### src/rtl/spin_controller.sv
// Reel/screen sequencer: LFSR spin, stop/auto-stop, settle, win check
// and timed buzzer with a saturating win counter.
module spin_controller #(
  parameter int          NumberOfBits  = 31,
  parameter logic [31:0] Seed          = 32'hACE1_0001,
  parameter int          MinSpinCycles = 4,
  parameter int          MaxSpinCycles = 16,
  parameter int          SettleCycles  = 2,
  parameter int          BuzzCycles    = 8
) (
  input  logic                  clk,
  input  logic                  reset,
  input  logic                  start,
  input  logic                  stop,
  input  logic                  win,
  output logic [NumberOfBits:0] ScreenValues,
  output logic                  Buzz,
  output logic                  busy,
  output logic                  result_valid,
  output logic                  result_win,
  output logic [7:0]            win_count
);

  localparam logic [2:0] IDLE   = 3'd0;
  localparam logic [2:0] SPIN   = 3'd1;
  localparam logic [2:0] SETTLE = 3'd2;
  localparam logic [2:0] CHECK  = 3'd3;
  localparam logic [2:0] WIN    = 3'd4;

  localparam logic [15:0] MIN_C = 16'(MinSpinCycles);
  localparam logic [15:0] MAX_C = 16'(MaxSpinCycles - 1);
  localparam logic [15:0] SET_C = 16'(SettleCycles - 1);
  localparam logic [15:0] BUZ_C = 16'(BuzzCycles - 1);
  localparam logic [31:0] SEED0 = (Seed == 32'd0) ? 32'd1 : Seed;

  logic [2:0]            state, state_d;
  logic [15:0]           cnt, cnt_d;
  logic [31:0]           lfsr, lfsr_d, lfsr_nx;
  logic [NumberOfBits:0] scr_d;
  logic                  buzz_d, rv_d, rw_d;
  logic [7:0]            wc_d;

  // Galois step; a zero register is recovered to 1
  function automatic logic [31:0] lfsr_step(input logic [31:0] v);
    if (v == 32'd0) return 32'd1;
    return {1'b0, v[31:1]} ^ (v[0] ? 32'h8020_0003 : 32'h0);
  endfunction

  assign lfsr_nx = lfsr_step(lfsr);

  always_comb begin
    state_d = state;
    cnt_d   = cnt;
    lfsr_d  = lfsr;
    scr_d   = ScreenValues;
    buzz_d  = Buzz;
    rv_d    = 1'b0;
    rw_d    = result_win;
    wc_d    = win_count;
    case (state)
      IDLE: begin
        buzz_d = 1'b0;
        if (start) begin
          state_d = SPIN;
          cnt_d   = '0;
        end
      end
      SPIN: begin
        if (stop && cnt >= MIN_C) begin
          state_d = SETTLE;
          cnt_d   = '0;
        end else begin
          lfsr_d = lfsr_nx;
          scr_d  = lfsr_nx[NumberOfBits:0];
          if (cnt == MAX_C) begin
            state_d = SETTLE;
            cnt_d   = '0;
          end else begin
            cnt_d = cnt + 16'd1;
          end
        end
      end
      SETTLE: begin
        if (cnt == SET_C) begin
          state_d = CHECK;
          cnt_d   = '0;
        end else begin
          cnt_d = cnt + 16'd1;
        end
      end
      CHECK: begin
        rv_d = 1'b1;
        rw_d = win;
        if (win) begin
          state_d = WIN;
          buzz_d  = 1'b1;
          cnt_d   = '0;
          wc_d    = (win_count == 8'hFF) ? win_count
                                         : win_count + 8'd1;
        end else begin
          state_d = IDLE;
        end
      end
      WIN: begin
        if (stop || cnt == BUZ_C) begin
          state_d = IDLE;
          buzz_d  = 1'b0;
        end else begin
          cnt_d = cnt + 16'd1;
        end
      end
      default: begin
        state_d = IDLE;
        buzz_d  = 1'b0;
      end
    endcase
  end

  always_ff @(posedge clk or posedge reset) begin
    if (reset) begin
      state        <= IDLE;
      cnt          <= '0;
      lfsr         <= SEED0;
      ScreenValues <= Seed[NumberOfBits:0];
      Buzz         <= 1'b0;
      busy         <= 1'b0;
      result_valid <= 1'b0;
      result_win   <= 1'b0;
      win_count    <= '0;
    end else begin
      state        <= state_d;
      cnt          <= cnt_d;
      lfsr         <= lfsr_d;
      ScreenValues <= scr_d;
      Buzz         <= buzz_d;
      busy         <= (state_d != IDLE);
      result_valid <= rv_d;
      result_win   <= rw_d;
      win_count    <= wc_d;
    end
  end

endmodule

### config.mk
export PLATFORM = sky130hd
export DESIGN_NAME = spin_controller
export DESIGN_NICKNAME = d
export VERILOG_FILES = /design/src/rtl/spin_controller.sv
export SDC_FILE = /design/constraint.sdc
export NUM_CORES = 1
export LEC_CHECK = 0
export BUFFER_PORTS_ARGS = -buffer_cell sky130_fd_sc_hd__buf_2
export CAP_MARGIN = 20
export CORE_UTILIZATION = 36
export DETAILED_ROUTE_END_ITERATION = 8
export HOLD_SLACK_MARGIN = 0.05
export PLACE_DENSITY_LB_ADDON = 0.05
export SLEW_MARGIN = 25
export SYNTH_ARGS = -nofsm -noshare
export SYNTH_HDL_FRONTEND = slang
export SYNTH_SLANG_ARGS = --single-unit
### constraint.sdc
create_clock -name clk -period 2.55 [get_ports clk]
set_input_delay 0.3825 -clock clk [delete_from_list [all_inputs] [get_ports clk]]
set_output_delay 0.3825 -clock clk [all_outputs]
set_load 0.02 [all_outputs]
==> flow_summary_export.csv, run 1 <==
group,metric,value,unit
outcome,run_status,"completed",
synthesis,netlist.area_leader.share,0.470,
global_route,met3_usage,0.0343,
synthesis,syn_nets,265,
power,power,4.63,mW
placement,port_buffers,48,
sta,fin_crit_sh,0.936,
placement,dpl_cell_area,3290,µm²
synthesis,synthFlopType,"dfrtp_1",
layout,post-route-util,0.460,
global_route,grt_util_met1,0.230,
floorplanning,pin_count,49,
setup_path,crit_fanout,7,
power,p_leak,1.71,nW
clock_tree,clk_pin_slew,0.07,ns
synthesis,avgSynthCellArea,11.3,µm²
route,first_iter_violations,78,
setup_path,path_cells,"nor4_4 > a41oi_1 > or3b_1 > o221a_4 > or4_1 > o221ai_1",
layout,syn_to_final_growth,23.6,%
layout,stdcell_area,3550,µm²
synthesis,async_reset_ff_frac,1.00,
placement,hpwlAfterDp,4270,µm
clock_tree,clock-root-buffer,"clkbuf_8",
min_path,hold_path_class,"in -> async",
layout,layout_common_cells,"dfrtp_1, buf_2, a22o_1",
sta,hold_viol,0,
global_route,use_met2,0.253,
clock_tree,cts_setup_buffers,0,
floorplanning,start_util,0.372,
clock_tree,numCtsBuffers,9,
flow_run,drv_cap,0,
sta,fmax,419,MHz
sta,fin_skew,0.0114,ns
power,p_per_area,1300,nW/µm²
setup_path,critPathMaxStageDelay,0.50,ns
synthesis,yosysSeqAreaShare,0.552,
route,vias,2183,
clock_tree,clockBufferDepth,2,
global_route,grt-busiest-layer,"met2",
synthesis,synth_area_leaders,"dfrtp_1, a22o_1, dfstp_2, xnor2_1, nor4_1",
layout,drive_gt1_frac,0.298,
clock_tree,cts_tree,"built",
route,drt-wirelength-per-cell,15.2,µm
synthesis,ys_warn_count,0,
floorplanning,die_area,8350,µm²
power,peakVddDrop,0.000365,V
setup_path,cp.required,2.80,ns
placement,place_congestion,0.751,
setup_path,cp.arrival,2.64,ns
synthesis,synth_cell_types,44,
clock_tree,clkSinkCount,63,
global_route,grt_usage,0.169,
floorplanning,coreArea,7730,µm²
synthesis,yosys.area.top_type,"dfrtp_1",
setup_path,cp_slowest_cell,"or4_1",
sta,drv_slew,0,
sta,tightestPinTransition,0.468,ns
setup_path,cpLargestDelayFamily,"simple AND/OR/NAND/NOR gates",
floorplanning,die_y,91.4,µm
sta,final.setup.tns,0,ns
clock_tree,clkLatencyLatePin,0.34,ns
synthesis,ys_ff_latch,63,
layout,layout_commonest_cell,"dfrtp_1",
route,wirelength,6400,µm
sta,period_needed,2.39,ns
setup_path,startpoint_type,"register",
sta,relSlewSlack,0.686,
setup_path,crit_buf_inv,0,
synthesis,syn_inst,255,
setup_path,critPathKind,"reg -> reg",
route,drc_errors,0,
clock_tree,hold_buffers,0,
layout,fin_nets,324,
route,drt_first_pass_iters,4,
layout,n_antenna_cell,0,
global_route,grt_pass1_vias,2169,
sta,holdWs,0.0927,ns
route,avgViaCountPerCell,5.19,
sta,rsz0062_at_grt,"no",
setup_path,end_kind,"register",
route,drtAntennaViolNets,0,
clock_tree,cts_max_level,3,
global_route,grt_max_degree,64,
global_route,overflow,0,
synthesis,synth_edf_count,0,
sta,setup_viol,0,
floorplanning,die_x,91.4,µm
global_route,antenna_found_initial,0,
global_route,grt_pass1_wl,10800,µm
floorplanning,rows,32,
synthesis,syn_area,2880,µm²
[per-layer routing]
metal | share of wire | up-vias
met5 | 0 | -
li1 | - | 1058
met1 | 0.49 | 1073
met3 | 0.033 | 11
met2 | 0.45 | 41
met4 | 0.020 | 0
[worst reg2reg max path, cell delays in order, from the launching register on]
cell      delay, ns
dfrtp_1        0.45
nor4_4         0.34
a41oi_1        0.18
or3b_1         0.42
o221a_4        0.33
or4_1          0.50
o221ai_1       0.08
[layout make-up]
class	instances	area [µm²]
flip-flops and latches	63	1590
clock inverters	5	106
fillers	771	4170
repair buffers	58	328
inverters	11	41.3
well taps	102	128
clock buffers	11	141
multi-input cells	171	1220
[repair_timing]
item,4_1_cts,5_1_grt
resized for setup,0,2
endpoints found under the hold margin,0,0
setup endpoints to repair,0,1
[flip-flops by register name (all words and copies together) (netlist names)]
| register | flops |
|---|---|
| lfsr | 32 |
| state | 3 |
| result_win | 1 |
| result_valid | 1 |
| cnt | 16 |
| Buzz | 1 |
| busy | 1 |
| win_count | 8 |
[worst paths after layout]
check                                  start           end  slack [ns]  cells past startpoint
worst max-delay path                 cnt[10]       cnt[11]        0.16                      6
worst min-delay path                   reset  win_count[4]        0.09                      3
worst max register to register       cnt[10]       cnt[11]        0.16                      6
worst min register to register  win_count[6]  win_count[6]        0.50                      1
max in group asynchronous              reset      lfsr[29]        2.13                      3
min in group clk                        stop      state[2]        0.29                      2
[report_power, final]
group | internal [mW] | switching (mW) | total [mW]
clock network | 0.678 | 0.402 | 1.08
logic | 0.754 | 1.09 | 1.85
registers | 1.36 | 0.336 | 1.70
total | 2.80 | 1.83 | 4.63
[Yosys cell counts, types with 2 or more instances]
master	number
a21o_1	2
a21oi_1	3
a22o_1	28
and3_1	4
and4_1	4
buf_1	2
clkbuf_1	7
dfrtp_1	54
dfstp_2	9
ha_1	5
inv_1	11
mux2_2	4
nand2_1	14
nand3_1	9
nand4_1	5
nor2_1	18
nor2b_1	2
nor3_1	8
nor3b_1	2
nor4_1	12
nor4_2	3
nor4b_1	2
o21ai_0	6
or2_2	2
xnor2_1	17
xor2_1	4
[logic make-up after synthesis]
logic type | synth area share
AO/OA/AOI/OAI | 0.131
AND/OR/NAND/NOR | 0.183
multiplexers | 0.0191
buffers and inverters | 0.0287
XOR/XNOR | 0.0640
flip-flops | 0.552
adder cells (fa/ha/maj) | 0.0218
[per-stage QoR]
stage,cells,worst slack [ns]
2_1_floorplan,255,0.204
3_3_place_gp,405,0.177
3_5_place_dp,405,0.113
4_1_cts,421,0.105
5_1_grt,421,0.0105
6_report,421,0.162
No activity file was read; power rests on OpenSTA's default activity.
==> run 2, diff against run 1 <==
--- a/config.mk
+++ b/config.mk
@@ -11,6 +11,7 @@
 export DETAILED_ROUTE_END_ITERATION = 8
 export HOLD_SLACK_MARGIN = 0.05
 export PLACE_DENSITY_LB_ADDON = 0.05
+export SETUP_SLACK_MARGIN = 0.3
 export SLEW_MARGIN = 25
 export SYNTH_ARGS = -nofsm -noshare
 export SYNTH_HDL_FRONTEND = slang
==> run 2 against run 1 <==
Against the previous run: power decreased by 1.3%; first-iteration DRC count is 13% higher; fmax increased by 3.8%; non-clock buffer count increased by 3; die area did not move; via count up 0.78%; sequential cell count stayed put; sequential power barely moved; clock skew is essentially flat; critical endpoint unchanged.
==> flow_summary_export.csv, run 2 (synthesis gave the netlist of run 1 again) <==
group,metric,value,unit
layout,reg_top3,"lfsr x32, cnt x16, win_count x8",
layout,layout_common_cells,"dfrtp_1, buf_2, a22o_1",
placement,hpwlAfterDp,4440,µm
route,drt-wirelength-per-cell,15.0,µm
sta,tightestPinTransition,0.540,ns
floorplanning,start_util,0.372,
setup_path,critPathKind,"reg -> reg",
sta,fin_crit_sh,0.902,
floorplanning,pin_count,49,
layout,n_antenna_cell,0,
power,switching_share,0.400,
clock_tree,cts_tree,"built",
setup_path,end_kind,"register",
route,vias,2200,
setup_path,cp.arrival,2.54,ns
route,first_iter_violations,88,
layout,largest_reg_flops,32,
placement,port_buffers,48,
clock_tree,cts_max_level,3,
setup_path,reg2reg_slack,0.25,ns
setup_path,cp.required,2.79,ns
clock_tree,clk_pin_slew,0.07,ns
sta,hold_viol,0,
sta,final.setup.tns,0,ns
route,drtAntennaViolNets,0,
power,power_frac_comb,0.412,
route,avgViaCountPerCell,5.19,
power,pwr-share-seq,0.373,
floorplanning,coreArea,7730,µm²
sta,drv_slew,0,
sta,setup_viol,0,
power,p_int,2.74,mW
power,peakVddDrop,0.000535,V
clock_tree,clkLatencyLatePin,0.34,ns
layout,fin_nets,327,
layout,drive_gt1_frac,0.323,
clock_tree,numCtsBuffers,9,
clock_tree,hold_buffers,0,
power,p_clk_frac,0.215,
setup_path,critical_path.reg2reg.endpoint,"cnt[11]",
sta,period_needed,2.30,ns
floorplanning,die_y,91.4,µm
sta,rsz0062_at_grt,"yes",
power,power,4.57,mW
power,p_per_area,1270,nW/µm²
global_route,grt_pass1_vias,2184,
layout,ff_latch_area,1590,µm²
placement,place_congestion,0.826,
layout,layout_commonest_cell,"dfrtp_1",
power,p_leak,1.72,nW
sta,fin_skew,0.0115,ns
layout,nFillCells,751,
power,switchingPower,1.83,mW
outcome,run_status,"completed",
global_route,overflow,0,
layout,top_register,"lfsr",
layout,post-route-util,0.465,
clock_tree,clock-root-buffer,"clkbuf_8",
route,wirelength,6380,µm
sta,fmax,435,MHz
global_route,grt_pass1_wl,10800,µm
route,drt_first_pass_iters,5,
min_path,hold_path_class,"in -> async",
global_route,antenna_found_initial,0,
setup_path,startpoint_type,"register",
floorplanning,rows,32,
floorplanning,die_x,91.4,µm
layout,syn_to_final_growth,25.1,%
sta,relSlewSlack,0.639,
layout,multi_input_area,1250,µm²
setup_path,crit_fanout,7,
route,drc_errors,0,
global_route,grt_max_degree,41,
setup_path,r2r_cells,6,
clock_tree,clkSinkCount,63,
setup_path,critical_path.reg2reg.startpoint,"cnt[15]",
clock_tree,clockBufferDepth,2,
global_route,grt_usage,0.168,
flow_run,drv_cap,0,
floorplanning,die_area,8350,µm²
==> run 2: changes by cell type in the layout (fill, tap and decap cells not counted), sizes merged <==
cell | previous run | this run
buf | 58 | 61
bufinv | 3 | 2
clkbuf | 11 | 10
clkinvlp | 1 | 2
inv | 11 | 12
==> run 2: final cells by class <==
type	count	share of cell area
Clock buffer	10	0.0383
Clock inverter	6	0.0257
Inverter	11	0.0115
Multi-Input combinational cell	171	0.349
Sequential cell	63	0.442
Tap cell	102	0.0355
Timing Repair Buffer	61	0.0985
==> run 2: repair_timing <==
| item | CTS | global route |
|---|---|---|
| gates cloned | 0 | 0 |
| resized for setup | 8 | 2 |
| endpoints found under the setup margin | 39 | 40 |
| setup buffers | 1 | 0 |
| pin swaps | 4 | 2 |
==> run 2: worst max path at each step <==
stage,startpoint,to,slack [ns]
global placement,cnt[15],cnt[11],0.23
finish,cnt[15],cnt[11],0.25
CTS,cnt[4],cnt[11],0.26
floorplan,cnt[12],cnt[11],0.26
detailed placement,cnt[15],cnt[11],0.18
global route,cnt[15],cnt[11],0.18
==> run 2: per-stage QoR <==
step / instance area, µm² / hold slack (ns) / cells / worst slack [ns]
global placement: 3300 / 0.466 / 407 / 0.231
global route: 3600 / 0.130 / 424 / 0.181
detailed placement: 3300 / 0.464 / 407 / 0.179
finish: 3600 / 0.0847 / 424 / 0.250
floorplan: 2880 / 0.481 / 255 / 0.258
CTS: 3590 / 0.0952 / 424 / 0.258
==> run 2: worst max-delay path, stage by stage, from the launching register on <==
cell and delay, ns:
dfrtp_1 0.42, nor4_4 0.38, a41oi_2 0.17, or3b_4 0.40
o221a_4 0.30, or4_1 0.47, o221ai_1 0.08
==> run 2: power by group through the flow <==
stage / Clock [mW] / Combinational [mW] / Sequential (mW)
2_1_floorplan: 0 / 1.02 / 1.96
3_3_place_gp: 0 / 1.86 / 1.73
3_5_place_dp: 0 / 1.86 / 1.72
4_1_cts: 1.02 / 1.89 / 1.71
5_1_grt: 1.06 / 2.07 / 1.76
6_report: 0.984 / 1.88 / 1.70
==> run 2: routing by layer <==
layer	wire, µm	GRT usage	vias to the layer above	part of all wire
li1	-	-	1060	-
met1	2890	0.216	1081	0.45
met2	3110	0.269	57	0.49
met3	323	0.0519	2	0.051
met4	51	0.0569	0	0.0080
met5	0	0	-	0
==> run 3, diff against run 2 <==
--- a/config.mk
+++ b/config.mk
@@ -10,6 +10,7 @@
 export CORE_UTILIZATION = 36
 export DETAILED_ROUTE_END_ITERATION = 8
 export HOLD_SLACK_MARGIN = 0.05
+export MAX_ROUTING_LAYER = met4
 export PLACE_DENSITY_LB_ADDON = 0.05
 export SETUP_SLACK_MARGIN = 0.3
 export SLEW_MARGIN = 25
==> run 3 against run 2 <==
Against the previous run: combinational power about the same; worst hold slack got worse by 0.0039 ns; first-iteration DRC count decreased by 2.3%; die area unchanged; routed wire length increased by 0.33%; critical path type unchanged; largest power group unchanged.
==> flow_summary_export.csv, run 3 (synthesis gave the netlist of run 1 again) <==
group,metric,value,unit
setup_path,critPathKind,"reg -> reg",
sta,fin_crit_sh,0.902,
layout,multi_input_area,1250,µm²
route,met3_length,315,µm
route,drc_errors,0,
sta,layout_setup_ws,0.250,ns
layout,ff_latch_area,1590,µm²
route,drt-wirelength-per-cell,15.1,µm
layout,nFillCells,751,
clock_tree,clkLatencyLatePin,0.34,ns
clock_tree,cts_tree,"built",
global_route,grt_max_degree,41,
clock_tree,clk_pin_slew,0.07,ns
sta,hold_viol,0,
route,routed.top_layer,"met4",
route,wirelength,6400,µm
floorplanning,pin_count,49,
clock_tree,cts_max_level,3,
setup_path,cpLargestDelayFamily,"simple AND/OR/NAND/NOR gates",
global_route,grt_pass1_vias,2183,
global_route,grt_pass1_wl,10800,µm
power,power,4.57,mW
global_route,overflow,0,
power,p_leak,1.72,nW
clock_tree,numCtsBuffers,9,
placement,dp_slack,0.179,ns
sta,tightestPinTransition,0.541,ns
setup_path,crit_buf_inv,0,
sta,period_needed,2.30,ns
setup_path,end_kind,"register",
setup_path,path_cells,"nor4_4 > a41oi_2 > or3b_4 > o221a_4 > or4_1 > o221ai_1",
sta,fmax,435,MHz
sta,relSlewSlack,0.639,
layout,top_register,"lfsr",
setup_path,cp.arrival,2.54,ns
layout,syn_to_final_growth,25.1,%
sta,setup_viol,0,
flow_run,drv_cap,0,
layout,reg_top3,"lfsr x32, cnt x16, win_count x8",
floorplanning,die_y,91.4,µm
global_route,grt_usage,0.173,
layout,largest_reg_flops,32,
floorplanning,coreArea,7730,µm²
power,p_per_area,1270,nW/µm²
setup_path,startpoint_type,"register",
route,drt_first_pass_iters,4,
placement,place_congestion,0.838,
layout,drive_gt1_frac,0.323,
layout,n_antenna_cell,0,
sta,final.setup.tns,0,ns
floorplanning,rows,32,
route,met1_length,2920,µm
placement,port_buffers,48,
clock_tree,clkSinkCount,63,
floorplanning,die_x,91.4,µm
min_path,hold_path_class,"in -> async",
route,first_iter_violations,86,
floorplanning,start_util,0.372,
setup_path,crit_fanout,7,
setup_path,cp.required,2.80,ns
setup_path,critPathMaxStageDelay,0.47,ns
sta,rsz0062_at_grt,"yes",
route,vias,2206,
sta,fin_skew,0.0130,ns
route,avgViaCountPerCell,5.20,
layout,layout_common_cells,"dfrtp_1, buf_2, a22o_1",
layout,fin_nets,327,
outcome,run_status,"completed",
floorplanning,die_area,8350,µm²
power,peakVddDrop,0.000535,V
route,route.met2.wl,3080,µm
clock_tree,clockBufferDepth,2,
placement,hpwlAfterDp,4440,µm
sta,holdWs,0.0808,ns
setup_path,cp_slowest_cell,"or4_1",
global_route,antenna_found_initial,0,
layout,layout_commonest_cell,"dfrtp_1",
clock_tree,clock-root-buffer,"clkbuf_8",
sta,drv_slew,0,
route,drtAntennaViolNets,0,
## run 3: cell counts in the layout (fill, tap and decap cells not counted)
No cell type changed its count.
## run 3: final cells by class
class / count / share of cell area
Clock buffer: 10 / 0.0383
Clock inverter: 6 / 0.0257
Inverter: 11 / 0.0115
Multi-Input combinational cell: 171 / 0.349
Sequential cell: 63 / 0.442
Tap cell: 102 / 0.0355
Timing Repair Buffer: 61 / 0.0985
## run 3: per-stage QoR
step	util	cell area, µm²	cells
floorplan	-	2880	255
global placement	0.428	3300	407
detailed placement	0.428	3300	407
CTS	0.464	3590	424
global route	0.465	3600	424
finish	0.465	3600	424
## run 3: per-layer routing
layer	global-route usage	up-vias
met2	0.270	54
met1	0.216	1090
met3	0.0519	4
li1	-	1058
met4	0.0569	0
met5	-	-
## run 3: worst paths after layout
path,cells after the start,slack (ns),end,from
min,2,0.08,state[0],reset
max,6,0.25,cnt[11],cnt[15]
min reg2reg,1,0.49,win_count[7],win_count[7]
min in group clk,2,0.28,state[2],stop
max reg2reg,6,0.25,cnt[11],cnt[15]
max in group asynchronous,3,1.81,lfsr[27],reset
## run 3: power breakdown
group	internal (mW)	switching, mW	total (mW)
sequential	1.36	0.338	1.70
clock	0.582	0.408	0.990
combinational	0.796	1.09	1.88
## run 3: what timing repair did
action	4_1_cts	5_1_grt
cloned	0	0
gates resized for setup	8	2
endpoints found under the setup margin	39	40
pin swaps	4	2
buffers inserted	1	0
hold buffers	0	0
